## src/rtl/prog_priority_arbiter_seq_pkg.sv

```systemverilog
// Shared types and helpers for the registered programmable-priority arbiter.
// Holds the width helper, reset priority constant and FSM state encoding.
package prog_priority_arbiter_seq_pkg;

  typedef enum logic {
    IDLE  = 1'b0,
    GRANT = 1'b1
  } state_t;

  // Index width; never below 1 so single-bit buses stay legal.
  function automatic int clog2(input int n);
    int r;
    r = 0;
    while ((1 << r) < n) r++;
    return (r < 1) ? 1 : r;
  endfunction

  function automatic int reset_prio(input int idx, input int pw);
    return idx % (1 << pw);
  endfunction

endpackage

```

## src/rtl/prog_priority_arbiter_seq_if.sv

```systemverilog
// Request / configuration / grant bundle between bus masters and the arbiter.
interface prog_priority_arbiter_seq_if #(
  parameter int N  = 4,
  parameter int PW = prog_priority_arbiter_seq_pkg::clog2(N)
);
  localparam int IW = prog_priority_arbiter_seq_pkg::clog2(N);

  logic [N-1:0]  req;
  logic          cfg_we;
  logic [IW-1:0] cfg_idx;
  logic [PW-1:0] cfg_prio;
  logic [N-1:0]  grant;
  logic          grant_valid;
  logic [IW-1:0] grant_idx;

  modport master (
    output req, cfg_we, cfg_idx, cfg_prio,
    input  grant, grant_valid, grant_idx
  );

  modport slave (
    input  req, cfg_we, cfg_idx, cfg_prio,
    output grant, grant_valid, grant_idx
  );
endinterface

```

## src/rtl/prog_priority_arbiter_seq_prio_select.sv

```systemverilog
// Combinational N-way picker: aged first, then lowest priority value,
// then lowest index, among eligible channels only.
module prog_priority_arbiter_seq_prio_select
  import prog_priority_arbiter_seq_pkg::*;
#(
  parameter int N  = 4,
  parameter int PW = 2,
  localparam int IW = clog2(N)
) (
  input  logic [N-1:0]    elig,
  input  logic [N-1:0]    aged,
  input  logic [N*PW-1:0] prio_flat,
  output logic [N-1:0]    win,
  output logic [IW-1:0]   win_idx
);

  logic          found;
  logic [PW:0]   key;
  logic [PW:0]   best_key;

  // Aged channels get a leading 0 in the key so they sort ahead of all others.
  always_comb begin
    // NOTE: every combinational output gets a default first so no path leaves it unassigned (no latch).
    found    = 1'b0;
    key      = '0;
    best_key = '0;
    win_idx  = '0;
    for (int i = 0; i < N; i++) begin
      key = {~aged[i], prio_flat[i*PW +: PW]};
      if (elig[i] && (!found || key < best_key)) begin
        found    = 1'b1;
        best_key = key;
        win_idx  = IW'(i);
      end
    end
    win = found ? (N'(1) << win_idx) : '0;
  end

endmodule

```

## src/rtl/prog_priority_arbiter_seq.sv

```systemverilog
// Registered programmable fixed-priority arbiter with grant lock,
// burst-hold limit and per-channel aging.
module prog_priority_arbiter_seq
  import prog_priority_arbiter_seq_pkg::*;
#(
  parameter int N        = 4,
  parameter int PW       = clog2(N),
  parameter int HOLD_MAX = 8,
  parameter int AGE_MAX  = 16
) (
  input logic                       clk,
  input logic                       rst,
  prog_priority_arbiter_seq_if.slave bus
);

  localparam int IW = clog2(N);
  localparam int HW = clog2(HOLD_MAX + 1);
  localparam int AW = clog2(AGE_MAX + 1);

  state_t                  state_q, state_d;
  logic [N-1:0]            grant_q, grant_d;
  logic [IW-1:0]           idx_q, idx_d;
  logic [HW-1:0]           hold_q, hold_d;
  logic [N-1:0][PW-1:0]    prio_q;
  logic [N-1:0][AW-1:0]    age_q;

  logic [N-1:0]  elig, aged, win;
  logic [IW-1:0] win_idx;
  logic          holder_req, others_req, hold_hit, excl_holder;

  assign holder_req  = |(bus.req & grant_q);
  assign others_req  = |(bus.req & ~grant_q);
  assign hold_hit    = (HOLD_MAX != 0) && (hold_q == HW'(HOLD_MAX));
  assign excl_holder = (state_q == GRANT) && holder_req && hold_hit && others_req;
  // A released holder drops out through its own req; a hold-limited one is masked here.
  assign elig        = bus.req & ~(excl_holder ? grant_q : '0);

  always_comb begin
    aged = '0;
    for (int i = 0; i < N; i++)
      aged[i] = (AGE_MAX != 0) && (age_q[i] == AW'(AGE_MAX));
  end

  prog_priority_arbiter_seq_prio_select #(.N(N), .PW(PW)) u_select (
    .elig      (elig),
    .aged      (aged),
    .prio_flat (prio_q),
    .win       (win),
    .win_idx   (win_idx)
  );

  always_comb begin
    logic arb;
    arb     = 1'b0;
    state_d = state_q;
    grant_d = grant_q;
    idx_d   = idx_q;
    hold_d  = hold_q;
    case (state_q)
      IDLE:  arb = 1'b1;
      GRANT: begin
        if (!holder_req || excl_holder) arb = 1'b1;
        else if (hold_hit)              hold_d = HW'(1);
        else if ((HOLD_MAX != 0) && (hold_q < HW'(HOLD_MAX)))
          hold_d = hold_q + HW'(1);
      end
      default: arb = 1'b1;
    endcase
    if (arb) begin
      if (|win) begin
        state_d = GRANT;
        grant_d = win;
        idx_d   = win_idx;
        hold_d  = HW'(1);
      end else begin
        state_d = IDLE;
        grant_d = '0;
        idx_d   = '0;
        hold_d  = '0;
      end
    end
  end

  always_ff @(posedge clk) begin
    if (rst) begin
      // NOTE: the priority table is reset too -- its default contents are functional, not don't-care.
      state_q <= IDLE;
      grant_q <= '0;
      idx_q   <= '0;
      hold_q  <= '0;
      age_q   <= '0;
      for (int i = 0; i < N; i++) prio_q[i] <= PW'(reset_prio(i, PW));
    end else begin
      // NOTE: non-blocking updates so every register sees the pre-edge values of the others.
      state_q <= state_d;
      grant_q <= grant_d;
      idx_q   <= idx_d;
      hold_q  <= hold_d;
      if (bus.cfg_we && (int'(bus.cfg_idx) < N)) prio_q[bus.cfg_idx] <= bus.cfg_prio;
      for (int i = 0; i < N; i++) begin
        if (bus.req[i] && !grant_q[i]) begin
          if ((AGE_MAX != 0) && (age_q[i] < AW'(AGE_MAX))) age_q[i] <= age_q[i] + AW'(1);
        end else begin
          age_q[i] <= '0;
        end
      end
    end
  end

  assign bus.grant       = grant_q;
  assign bus.grant_valid = |grant_q;
  assign bus.grant_idx   = idx_q;

endmodule

```

## src/flat_wrapper.sv

```systemverilog
// flat-port wrapper written by rule: the top's interface ports become plain ports
module prog_priority_arbiter_seq_flat import prog_priority_arbiter_seq_pkg::*;
#(
  parameter int N        = 4,
  parameter int PW       = clog2(N),
  parameter int HOLD_MAX = 8,
  parameter int AGE_MAX  = 16
)
  (clk, rst, bus_req, bus_cfg_we, bus_cfg_idx, bus_cfg_prio, bus_grant, bus_grant_valid, bus_grant_idx);
  prog_priority_arbiter_seq_if #(.N(N), .PW(PW)) bus_i ();
  input logic clk;
  input logic rst;
  input wire logic [$bits(bus_i.req)-1:0] bus_req;
  input wire logic [$bits(bus_i.cfg_we)-1:0] bus_cfg_we;
  input wire logic [$bits(bus_i.cfg_idx)-1:0] bus_cfg_idx;
  input wire logic [$bits(bus_i.cfg_prio)-1:0] bus_cfg_prio;
  output wire logic [$bits(bus_i.grant)-1:0] bus_grant;
  output wire logic [$bits(bus_i.grant_valid)-1:0] bus_grant_valid;
  output wire logic [$bits(bus_i.grant_idx)-1:0] bus_grant_idx;
  assign bus_i.req = bus_req;
  assign bus_i.cfg_we = bus_cfg_we;
  assign bus_i.cfg_idx = bus_cfg_idx;
  assign bus_i.cfg_prio = bus_cfg_prio;
  assign bus_grant = bus_i.grant;
  assign bus_grant_valid = bus_i.grant_valid;
  assign bus_grant_idx = bus_i.grant_idx;
  prog_priority_arbiter_seq #(.N(N), .PW(PW), .HOLD_MAX(HOLD_MAX), .AGE_MAX(AGE_MAX)) u_core (.clk(clk), .rst(rst), .bus(bus_i));
endmodule
```

## config.mk

```make
export PLATFORM = sky130hd
export DESIGN_NAME = prog_priority_arbiter_seq_flat
export DESIGN_NICKNAME = d
export VERILOG_FILES = /design/src/rtl/prog_priority_arbiter_seq_pkg.sv /design/src/rtl/prog_priority_arbiter_seq_if.sv /design/src/rtl/prog_priority_arbiter_seq_prio_select.sv /design/src/rtl/prog_priority_arbiter_seq.sv /design/src/flat_wrapper.sv
export SDC_FILE = /design/constraint.sdc
export NUM_CORES = 1
export LEC_CHECK = 0
export BUFFER_PORTS_ARGS = -buffer_cell sky130_fd_sc_hd__buf_4
export CELL_PAD_IN_SITES_DETAIL_PLACEMENT = 1
export CELL_PAD_IN_SITES_GLOBAL_PLACEMENT = 1
export CORE_MARGIN = 2
export CORE_UTILIZATION = 46
export CTS_CLUSTER_SIZE = 16
export DETAILED_ROUTE_END_ITERATION = 10
export GPL_ROUTABILITY_DRIVEN = 0
export GPL_TIMING_DRIVEN = 0
export PLACE_DENSITY = 0.82
export SYNTH_ARGS = -nofsm -noshare
export SYNTH_HDL_FRONTEND = slang
export SYNTH_SLANG_ARGS = --single-unit
```

## constraint.sdc

```tcl
create_clock -name clk -period 7.75 [get_ports clk]
set_input_delay 1.1625 -clock clk [delete_from_list [all_inputs] [get_ports clk]]
set_output_delay 1.1625 -clock clk [all_outputs]
set_load 0.05 [all_outputs]
```

# Word level (Yosys, flattened, before mapping)
# Index checks and enable logic that the tools add are counted.
[totals]
register_bits = 39
output_inout_bits = 7
[op_classes]
add_sub_neg = 5
n_lt_le_gt_ge = 10
eq_ne = 6
n_shift = 1
mux = 26
bitwise = 14
n_reduce_logical = 34
[ops]
columns = ["operator", "count"]
rows = [
  ["4-bit 2-to-1 mux", 8],
  ["5-bit by 1-bit adder with 5-bit output, second input constant", 4],
  ["5-bit equality test, second input constant", 4],
  ["5-bit less-than comparator, second input constant", 4],
  ["4-bit OR reduction", 4],
  ["4-bit AND", 3],
  ["1-bit logical AND", 11],
  ["3-bit less-than comparator", 3],
  ["3-bit 2-to-1 mux", 3],
  ["1-bit NOT", 9],
  ["8-bit bitwise mux", 1],
  ["1-bit logical NOT", 8],
  ["1-bit 2-to-1 mux", 8],
  ["2-bit 2-to-1 mux", 4],
  ["4-bit NOT", 2],
  ["2-bit OR reduction", 4],
  ["4-bit by 1-bit adder with 4-bit output, second input constant", 1],
  ["2-bit demux with 2-bit select", 1],
  ["4-bit equality test, second input constant", 1],
  ["1-bit logical OR", 4],
  ["4-bit less-than comparator, second input constant", 1],
  ["1-bit by 2-bit left shift with 4-bit output, first input constant", 1],
  ["2-bit by 3-bit less-than comparator with 1-bit output, second input constant", 1],
  ["3-bit AND reduction", 1],
  ["5 further kinds", 5],
]

# Depth between registers and ports, before layout
# Gate-level depths: netlist of the first run.
[depth]
depth_word = 26
mapped_depth = 27

# By module
# From an unflattened synthesis of the first run, not the netlist that was laid out.
[hier_totals]
cells_unflattened = 252
hier_area_um2 = 2297.2
[modules_own_cells]
columns = ["mod", "instances", "cells_each", "area_per_inst_um2"]
rows = [
  ["prog_priority_arbiter_seq", 1, 192, 1835.5],
  ["prog_priority_arbiter_seq_prio_select", 1, 60, 461.7],
]

# Worst setup path after synthesis of the first run
# No wires, ideal clock.
[synth_path]
path_kind = "input port to flip-flop"
start = "in bus_req[3]"
end = "reg u_core.grant_q[2] (netlist: u_core.bus.grant[2])"
setup_time_ns = 0.117
t_arrival_ns = 5.911
t_required_ns = 7.633
setup_slack_ns = 1.722
cell_stages = 23
n_path_buf = 0
path_cell_list = "nor2b_1 > o41a_4 > a31oi_2 > nor2b_1 > inv_1 > ha_1 > a21o_1 > a21o_1 > a21oi_1 > mux2i_1 > ha_1 > a21o_1 > a21oi_1 > nor2_1 > a21oi_4 > mux2_1 > ha_1 > a211oi_1 > o21ai_0 > o21a_1 > a22oi_1 > nand2b_1 > a22o_1"
[synth_via]
elab_chain_len = 25
[synth_rtl]
columns = ["item", "line", "text"]
rows = [
  ["start: declaration", "flat_wrapper.sv:13", "input wire logic [$bits(bus_i.req)-1:0] bus_req;"],
  ["4-bit AND", "prog_priority_arbiter_seq.sv:31", "assign holder_req = |(bus.req & grant_q);"],
  ["4-bit OR reduction", "prog_priority_arbiter_seq.sv:31", ""],
  ["1-bit logical AND (3 in a row)", "prog_priority_arbiter_seq.sv:34", "assign excl_holder = (state_q == GRANT) && holder_req && hold_hit && others_req;"],
  ["4-bit 2-to-1 mux", "prog_priority_arbiter_seq.sv:36", "assign elig = bus.req & ~(excl_holder ? grant_q : '0);"],
  ["4-bit NOT", "prog_priority_arbiter_seq.sv:36", ""],
  ["4-bit AND", "prog_priority_arbiter_seq.sv:36", ""],
  ["3-bit 2-to-1 mux or 1-bit 2-to-1 mux (tied branches)", "prog_priority_arbiter_seq_prio_select.sv:30", "if (elig[i] && (!found || key < best_key)) begin"],
  ["3-bit less-than comparator or 1-bit logical NOT (tied branches)", "prog_priority_arbiter_seq_prio_select.sv:30", ""],
  ["(+7 left out)", "--", ""],
  ["3-bit less-than comparator or 1-bit logical NOT (tied branches)", "prog_priority_arbiter_seq_prio_select.sv:30", ""],
  ["1-bit logical OR", "prog_priority_arbiter_seq_prio_select.sv:30", ""],
  ["1-bit logical AND", "prog_priority_arbiter_seq_prio_select.sv:30", ""],
  ["2-bit 2-to-1 mux", "prog_priority_arbiter_seq_prio_select.sv:30", ""],
  ["1-bit by 2-bit left shift with 4-bit output", "prog_priority_arbiter_seq_prio_select.sv:36", "win = found ? (N'(1) << win_idx) : '0;"],
  ["4-bit 2-to-1 mux", "prog_priority_arbiter_seq_prio_select.sv:36", ""],
  ["4-bit OR reduction", "prog_priority_arbiter_seq.sv:70", "if (|win) begin"],
  ["4-bit 2-to-1 mux", "prog_priority_arbiter_seq.sv:70", ""],
  ["end signal: assignment", "prog_priority_arbiter_seq.sv:96", "grant_q <= grant_d;"],
  ["end: declaration", "prog_priority_arbiter_seq.sv:21", "logic [N-1:0] grant_q, grant_d;"],
]
# Several ways; a longest one is shown, not always the timed one.
# A chain may end at the register's enable or synchronous reset.

# Final worst setup path of the first run
[layout_path]
start = "in bus_req[0]"
end = "reg u_core.grant_q[1] (netlist: u_core.bus.grant[1])"
# Same word-level chain as after synthesis.

==> results.md, run 1 <==
- Min-Delay Path Depth: 1
- Total wirelength of the detailed-routed design: 4810 µm
- Area of all placed cells without fillers: 2500 µm²
- Cell chain of the critical path: buf_4 > nor2b_2 > o41a_4 > a31oi_2 > nor2b_1 > inv_1 > ha_1 > a21o_1 > a21o_1 > a21oi_1 > mux2i_1 > ha_1 > a21o_1 > a21oi_1 > nor2_1 > a21oi_4 > mux2_1 > ha_1 > a211oi_1 > o21ai_0 > o21a_1 > a22oi_1 > nand2b_1 > a22o_1
- Area occupied by multi-input gates: 1350 µm²
- Number of failing setup endpoints in the final timing report: 0
- Warnings from Yosys: 0
- Number of antenna violations at the first check in global routing: 0
- Fraction of final layout cells with drive strength greater than 1: 14.2%
- Cell with the largest stage delay on the worst path: sky130_fd_sc_hd__o41a_4
- Syn avg cell area: 9.11 µm²
- Result of the run: complete, no violations
- Root Driver: sky130_fd_sc_hd__clkbuf_8
- Routed vias/inst: 5.57
- Syn Inst Count: 243
- Seq/Total Area, Yosys: 35.3%
- Top flip-flop cell by instance count after synthesis: sky130_fd_sc_hd__dfxtp_1
- Height of the die: 73.4 µm
- Post-synth EDFFs: 0
- Die area: 5390 µm²
- Data required time at the worst endpoint: 7.94 ns
- Net count after synthesis: 270
- Areal power density over the cells: 177 nW/µm²
- Area used by sequential logic in the layout: 781 µm²
- IR Drop Worst-Case VDD: 0.0000902 V
- Number of buffers on the longest clock path: 2
- Timing startpoint of the critical path: bus_req[0]
- Reg-to-reg critical path startpoint: u_core.bus.grant[0]
- Number of max-cap violations: 0
- Most area-consuming cells after synthesis: sky130_fd_sc_hd__dfxtp_1 35%, sky130_fd_sc_hd__ha_1 9.0%, sky130_fd_sc_hd__nor2_1 5.9%, sky130_fd_sc_hd__mux2i_1 5.4%, sky130_fd_sc_hd__xor2_1 3.2%
- Headroom to the max-slew limit: 52.3%
- # IOs: 18
- Hold Crit Class: flop to flop
- Fill count: 570
- Cell area after technology mapping: 2210 µm²
- Final worst clock skew: 0.00801 ns
- Wire length of the first global-routing pass: 8420 µm
- Lkg Pwr: 0.00106 µW
- Final routed wire length divided by cell count: 14.9 µm
- Nets@finish: 294
- Startpoint of the lowest-slack hold path: u_core.bus.grant_idx[0]
- Data arrival time of the critical path: 6.87 ns
- Diode count: 0
- Port Buf Inserts: 17
- Largest net degree at the start of global routing: 14
- Top-area cell type share of the netlist area: 35.3%
- Unique masters post-synth: 48
- Post-Route Setup TNS: 0 ns
- Class of the most critical setup path: input pin to flop
- Site Rows: 25
- Area growth from synthesis to layout: 12.8%
- Final critical path time including I/O delays and setup: 6.68 ns
- Slew of the pin with the lowest slew margin: 0.707 ns
- Initial detailed-routing violation count: 33
- Core footprint: 4690 µm²
- Number of global-route vias before repair: 1866
- DRC: 0
- Setup repair after global routing missed its margin: false
- Leading cell type by number of instances after synthesis: sky130_fd_sc_hd__dfxtp_1
- Kind of cell adding the most delay to the critical path: compound AO/OA/AOI/OAI gates
- Total grt overflow: 0
- Post-CTS setup-driven buffer insertion count: 0
- Buf/Inv on CP: 2
- Post-DP HPWL: 3690 µm
- Nature of the critical path endpoint: flop
- List of most frequent post-synthesis cells: 39 x sky130_fd_sc_hd__dfxtp_1, 35 x sky130_fd_sc_hd__nor2_1, 16 x sky130_fd_sc_hd__ha_1, 16 x sky130_fd_sc_hd__inv_1, 12 x sky130_fd_sc_hd__mux2i_1
- Number of pins with negative max-slew slack in the final report: 0
- Final hold vios: 0
- Standard cell area after detailed placement: 2410 µm²
- Clock Sinks: 39
- Chip Width: 73.4 µm
- CTS Hold Buffers Added: 0
- TritonCTS clock tree: built
- Count of cell instances traversed by the critical path: 24
- Clock Pin Slew Worst Setup and Hold Paths: 0.08 ns
- Synthesized flop and latch total: 39
- Insertion delay of the later-clocked pin in the worst-skew pair: 0.30 ns
- Maximum fanout along the worst path: 8
- Worst Reg2Reg Path Length in Cells: 23
- Initial Utilization: 47.2%
- Length of the first detailed-routing pass in iterations: 4
- Post-DRT Antenna Nets: 0
- Total via count after detailed routing: 1794
- Crit share post-route: 86.1%
- Overall routing resource usage: 20.3%
- Cells resized by post-CTS repair: 0
- Startpoint types: input pin
- Cell accounting for the most synthesized area: sky130_fd_sc_hd__dfxtp_1
- Max Clock Freq: 0.150 GHz
- Delay of the slowest critical-path stage: 0.54 ns
- Number of buffers created by CTS: 5
- H-tree depth: 2
- Proportion of synthesized flip-flops having asynchronous set or reset: 0%
## per-stage QoR
stage / worst slack, ns / total power, µW / instances / hold WS, ns / utilization (%)
floorplan: 1.72 / 282 / 243 / 0.450 / -
global placement: 0.891 / 306 / 314 / 0.483 / 51.4
detailed placement: 0.797 / 309 / 314 / 0.480 / 51.4
CTS: 1.10 / 449 / 322 / 0.508 / 53.3
global route: 0.649 / 464 / 322 / 0.529 / 53.3
finish: 1.07 / 442 / 322 / 0.501 / 53.3
## cell type report
type	count	share of cell area, %
timing repair buffer	17	5.11
multi-input combinational	184	54.2
buffer	4	0.801
clock buffer	5	2.75
sequential	39	31.2
clock inverter	3	0.801
inverter	16	2.40
tap	54	2.70
## registers in the layout (all words and copies together) (netlist names)
| signal | cells |
|---|---|
| u_core.age_q | 20 |
| u_core.bus.grant | 4 |
| u_core.bus.grant_idx | 2 |
| u_core.hold_q | 4 |
| u_core.prio_q | 8 |
| u_core.state_q | 1 |
## cell usage in the layout (no fill, tap or decap), types with 2 or more instances in the layout
master                       Yosys  routed
sky130_fd_sc_hd__buf_4           1      18
sky130_fd_sc_hd__nand2_1        11      11
sky130_fd_sc_hd__nand4bb_1       3       3
sky130_fd_sc_hd__nor2b_1        10      10
sky130_fd_sc_hd__or2b_1          3       3
sky130_fd_sc_hd__nor3_1          4       4
sky130_fd_sc_hd__clkinvlp_4      0       2
sky130_fd_sc_hd__xnor2_1         5       5
sky130_fd_sc_hd__a22oi_1         4       4
sky130_fd_sc_hd__a21o_1          4       4
sky130_fd_sc_hd__nor3b_1         2       2
sky130_fd_sc_hd__and2_1          2       2
sky130_fd_sc_hd__nor2_1         35      35
sky130_fd_sc_hd__a211oi_1        2       2
sky130_fd_sc_hd__a22o_1          3       3
sky130_fd_sc_hd__clkbuf_8        0       5
sky130_fd_sc_hd__nand4b_1        4       4
sky130_fd_sc_hd__inv_1          16      16
sky130_fd_sc_hd__a221o_1         2       2
sky130_fd_sc_hd__dfxtp_1        39      39
sky130_fd_sc_hd__nand3b_1        3       3
sky130_fd_sc_hd__nand2b_1        8       8
sky130_fd_sc_hd__a21oi_1         7       7
sky130_fd_sc_hd__ha_1           16      16
sky130_fd_sc_hd__a31oi_1         6       6
sky130_fd_sc_hd__o21ai_0         5       5
sky130_fd_sc_hd__clkbuf_1        2       2
sky130_fd_sc_hd__xor2_1          8       8
sky130_fd_sc_hd__nand3_1         4       4
sky130_fd_sc_hd__and3b_1         2       2
sky130_fd_sc_hd__o21a_1          2       2
sky130_fd_sc_hd__mux2i_1        12      12
## routing by layer
layer | vias to the layer above | wire length, µm | part of all wire (%) | track usage (%)
met1 | 869 | 2200 | 46 | 24.0
met4 | 0 | 78 | 1.6 | 7.27
met2 | 22 | 2390 | 50 | 36.1
met3 | 6 | 135 | 2.8 | 4.12
li1 | 897 | - | - | -
met5 | - | 0 | 0 | 0
## path summary, 6_finish.rpt
| path | slack (ns) | to |
|---|---|---|
| setup / recovery | 1.07 | u_core.bus.grant[1] |
| hold / removal | 0.50 | u_core.bus.grant_idx[0] |
| setup reg to reg | 1.60 | u_core.bus.grant[1] |
| hold reg to reg | 0.50 | u_core.bus.grant_idx[0] |
## where the power goes
part | total, µW | leakage [µW] | internal, µW | switching (µW)
logic | 86.2 | 0.000703 | 34.3 | 51.9
clock network | 138 | 0.0000402 | 62.6 | 75.0
registers | 218 | 0.000318 | 208 | 9.58
total | 442 | 0.00106 | 305 | 137
## cell families (layout without fill, tap and decap cells)
logic type               count (synthesis)  in the layout  share of synthesized area, %
buffers and inverters                   20             45                          3.62
flip-flops                              39             39                          35.3
AND/OR/NAND/NOR                         97             97                          24.3
XOR/XNOR                                13             13                          5.14
adder cells (fa/ha/maj)                 16             16                          9.04
AO/OA/AOI/OAI                           45             45                          16.7
multiplexers                            13             13                          5.93
No activity file was read; power rests on OpenSTA's default activity.
==> inputs of run 2 (changes only) <==
==> constraint.sdc (replaced) <==
create_clock -name clk -period 6.45 [get_ports clk]
set_input_delay 0.9675 -clock clk [delete_from_list [all_inputs] [get_ports clk]]
set_output_delay 0.9675 -clock clk [all_outputs]
set_load 0.05 [all_outputs]
==> run 2 against run 1 <==
  * Setup slack worse by 0.71 ns
  * Critical path type unchanged
  * Sequential power is 20% higher
  * Sequential cell count stayed put
  * Design area is 1.5% higher
  * Non-clock buffer count stayed put
  * Highest routed layer unchanged
==> results.md, run 2 (same netlist as run 1, synthesis figures left out) <==
- Post-DRT Antenna Nets: 0
- Number of antenna violations at the first check in global routing: 0
- Data arrival time of the critical path: 6.27 ns
- Lkg Pwr: 0.00106 µW
- Fill count: 563
- Setup repair after global routing missed its margin: false
- Final worst clock skew: 0.00741 ns
- Total via count after detailed routing: 1806
- Port Buf Inserts: 17
- TritonCTS clock tree: built
- Height of the die: 73.4 µm
- Top flop regs: u_core.age_q (20), u_core.prio_q (8)
- Startpoint types: input pin
- Number of max-cap violations: 0
- Data required time at the worst endpoint: 6.64 ns
- Class of the most critical setup path: input pin to flop
- Number of buffers on the longest clock path: 2
- Leading cell type in the layout, fill and taps excluded: sky130_fd_sc_hd__dfxtp_1
- Area occupied by multi-input gates: 1390 µm²
- Number of global-route vias before repair: 1869
- Final hold vios: 0
- Headroom to the max-slew limit: 52.3%
- Insertion delay of the later-clocked pin in the worst-skew pair: 0.30 ns
- Clock Sinks: 39
- Nets@finish: 294
- H-tree depth: 2
- Final critical path time including I/O delays and setup: 6.08 ns
- Final core utilization: 54.0%
- Flip-flop count of the largest register after layout: 20
- Final routed wire length divided by cell count: 15.1 µm
- Length of the first detailed-routing pass in iterations: 4
- Fraction of final layout cells with drive strength greater than 1: 16.0%
- Root Driver: sky130_fd_sc_hd__clkbuf_8
- IR Drop Worst-Case VDD: 0.000115 V
- Initial Utilization: 47.2%
- Clock Pin Slew Worst Setup and Hold Paths: 0.08 ns
- Routed vias/inst: 5.61
- Die area: 5390 µm²
- Total grt overflow: 0
- Overall routing resource usage: 20.3%
- Site Rows: 25
- Area growth from synthesis to layout: 14.5%
- Hold Crit Class: flop to flop
- Diode count: 0
- Initial detailed-routing violation count: 27
- Largest net degree at the start of global routing: 14
- Total wirelength of the detailed-routed design: 4860 µm
- DRC: 0
- Nature of the critical path endpoint: flop
- Result of the run: complete, no violations
- Worst Reg2Reg Path Length in Cells: 23
- Register containing the most flip-flops in the final layout: u_core.age_q
- Chip Width: 73.4 µm
- Number of failing setup endpoints in the final timing report: 0
- Min-Delay Path Depth: 1
- Area of all placed cells without fillers: 2530 µm²
- Post-DP HPWL: 3690 µm
- Final Hold Slack: 0.501 ns
- Areal power density over the cells: 211 nW/µm²
- # IOs: 18
- Standard cell area after detailed placement: 2410 µm²
- Number of buffers created by CTS: 5
- Commonest non-fill, non-tap cells in the layout: 39 x sky130_fd_sc_hd__dfxtp_1, 35 x sky130_fd_sc_hd__nor2_1, 18 x sky130_fd_sc_hd__buf_4
- Wire length of the first global-routing pass: 8410 µm
- Post-CTS setup-driven buffer insertion count: 0
- CTS Hold Buffers Added: 0
- Slew of the pin with the lowest slew margin: 0.707 ns
- Maximum fanout along the worst path: 8
- Core footprint: 4690 µm²
- Total power: 535 µW
- Number of pins with negative max-slew slack in the final report: 0
- Max Clock Freq: 0.164 GHz
- Area used by sequential logic in the layout: 781 µm²
- Crit share post-route: 94.3%
## run 2: final cells by class
type / count / area share (%)
Clock inverter: 3 / 0.790
Sequential cell: 39 / 30.8
Multi-Input combinational cell: 184 / 54.8
Clock buffer: 5 / 2.71
Tap cell: 54 / 2.67
Timing Repair Buffer: 17 / 5.03
Buffer: 4 / 0.790
Inverter: 16 / 2.37
## run 2: worst paths after layout
check	slack (ns)	endpoint	start
max	0.37	u_core.bus.grant[1]	bus_req[0]
min	0.50	u_core.bus.grant_idx[0]	u_core.bus.grant_idx[0]
max reg2reg	0.65	u_core.bus.grant[1]	u_core.bus.grant[0]
min reg2reg	0.50	u_core.bus.grant_idx[0]	u_core.bus.grant_idx[0]
## run 2: critical path, stage by stage
cell                       delay [ns]
sky130_fd_sc_hd__buf_4           0.14
sky130_fd_sc_hd__nor2b_2         0.18
sky130_fd_sc_hd__o41a_4          0.55
sky130_fd_sc_hd__a31oi_4         0.27
sky130_fd_sc_hd__nor2b_2         0.22
sky130_fd_sc_hd__inv_1           0.06
sky130_fd_sc_hd__ha_1            0.28
sky130_fd_sc_hd__a21o_1          0.21
sky130_fd_sc_hd__a21o_1          0.19
sky130_fd_sc_hd__a21oi_4         0.23
sky130_fd_sc_hd__mux2i_2         0.26
sky130_fd_sc_hd__ha_1            0.27
sky130_fd_sc_hd__a21o_1          0.21
sky130_fd_sc_hd__a21oi_1         0.19
sky130_fd_sc_hd__nor2_1          0.11
sky130_fd_sc_hd__a21oi_4         0.23
sky130_fd_sc_hd__mux2_1          0.36
sky130_fd_sc_hd__ha_1            0.21
sky130_fd_sc_hd__a211oi_2        0.25
sky130_fd_sc_hd__o21ai_0         0.12
sky130_fd_sc_hd__o21a_1          0.14
sky130_fd_sc_hd__a22oi_2         0.26
sky130_fd_sc_hd__nand2b_1        0.16
sky130_fd_sc_hd__a22o_1          0.22
## run 2: power breakdown
group	switching (µW)	total, µW	internal [µW]
combinational	64.3	107	42.8
clock	90.0	165	75.2
sequential	11.9	262	250
total	166	535	368
## run 2: layer usage
metal | track usage [%] | part of all wire, % | vias up
met1 | 24.0 | 46 | 878
met5 | 0 | 0 | -
li1 | - | - | 898
met3 | 4.12 | 2.8 | 8
met4 | 7.27 | 2.0 | 0
met2 | 36.1 | 49 | 22
## run 2: per-stage QoR
step | setup TNS (ns) | worst slack (ns) | instances
after global placement | -1.03 | -0.214 | 314
after global routing | 0 | 0.0200 | 322
after detailed placement | -1.51 | -0.308 | 314
after floorplan | 0 | 0.617 | 243
after CTS | 0 | 0.110 | 322
final | 0 | 0.368 | 322
## run 2: what timing repair did
action | 4_1_cts | 5_1_grt
resized for setup | 1 | 6
pin swaps | 0 | 1
setup endpoints to repair | 2 | 6
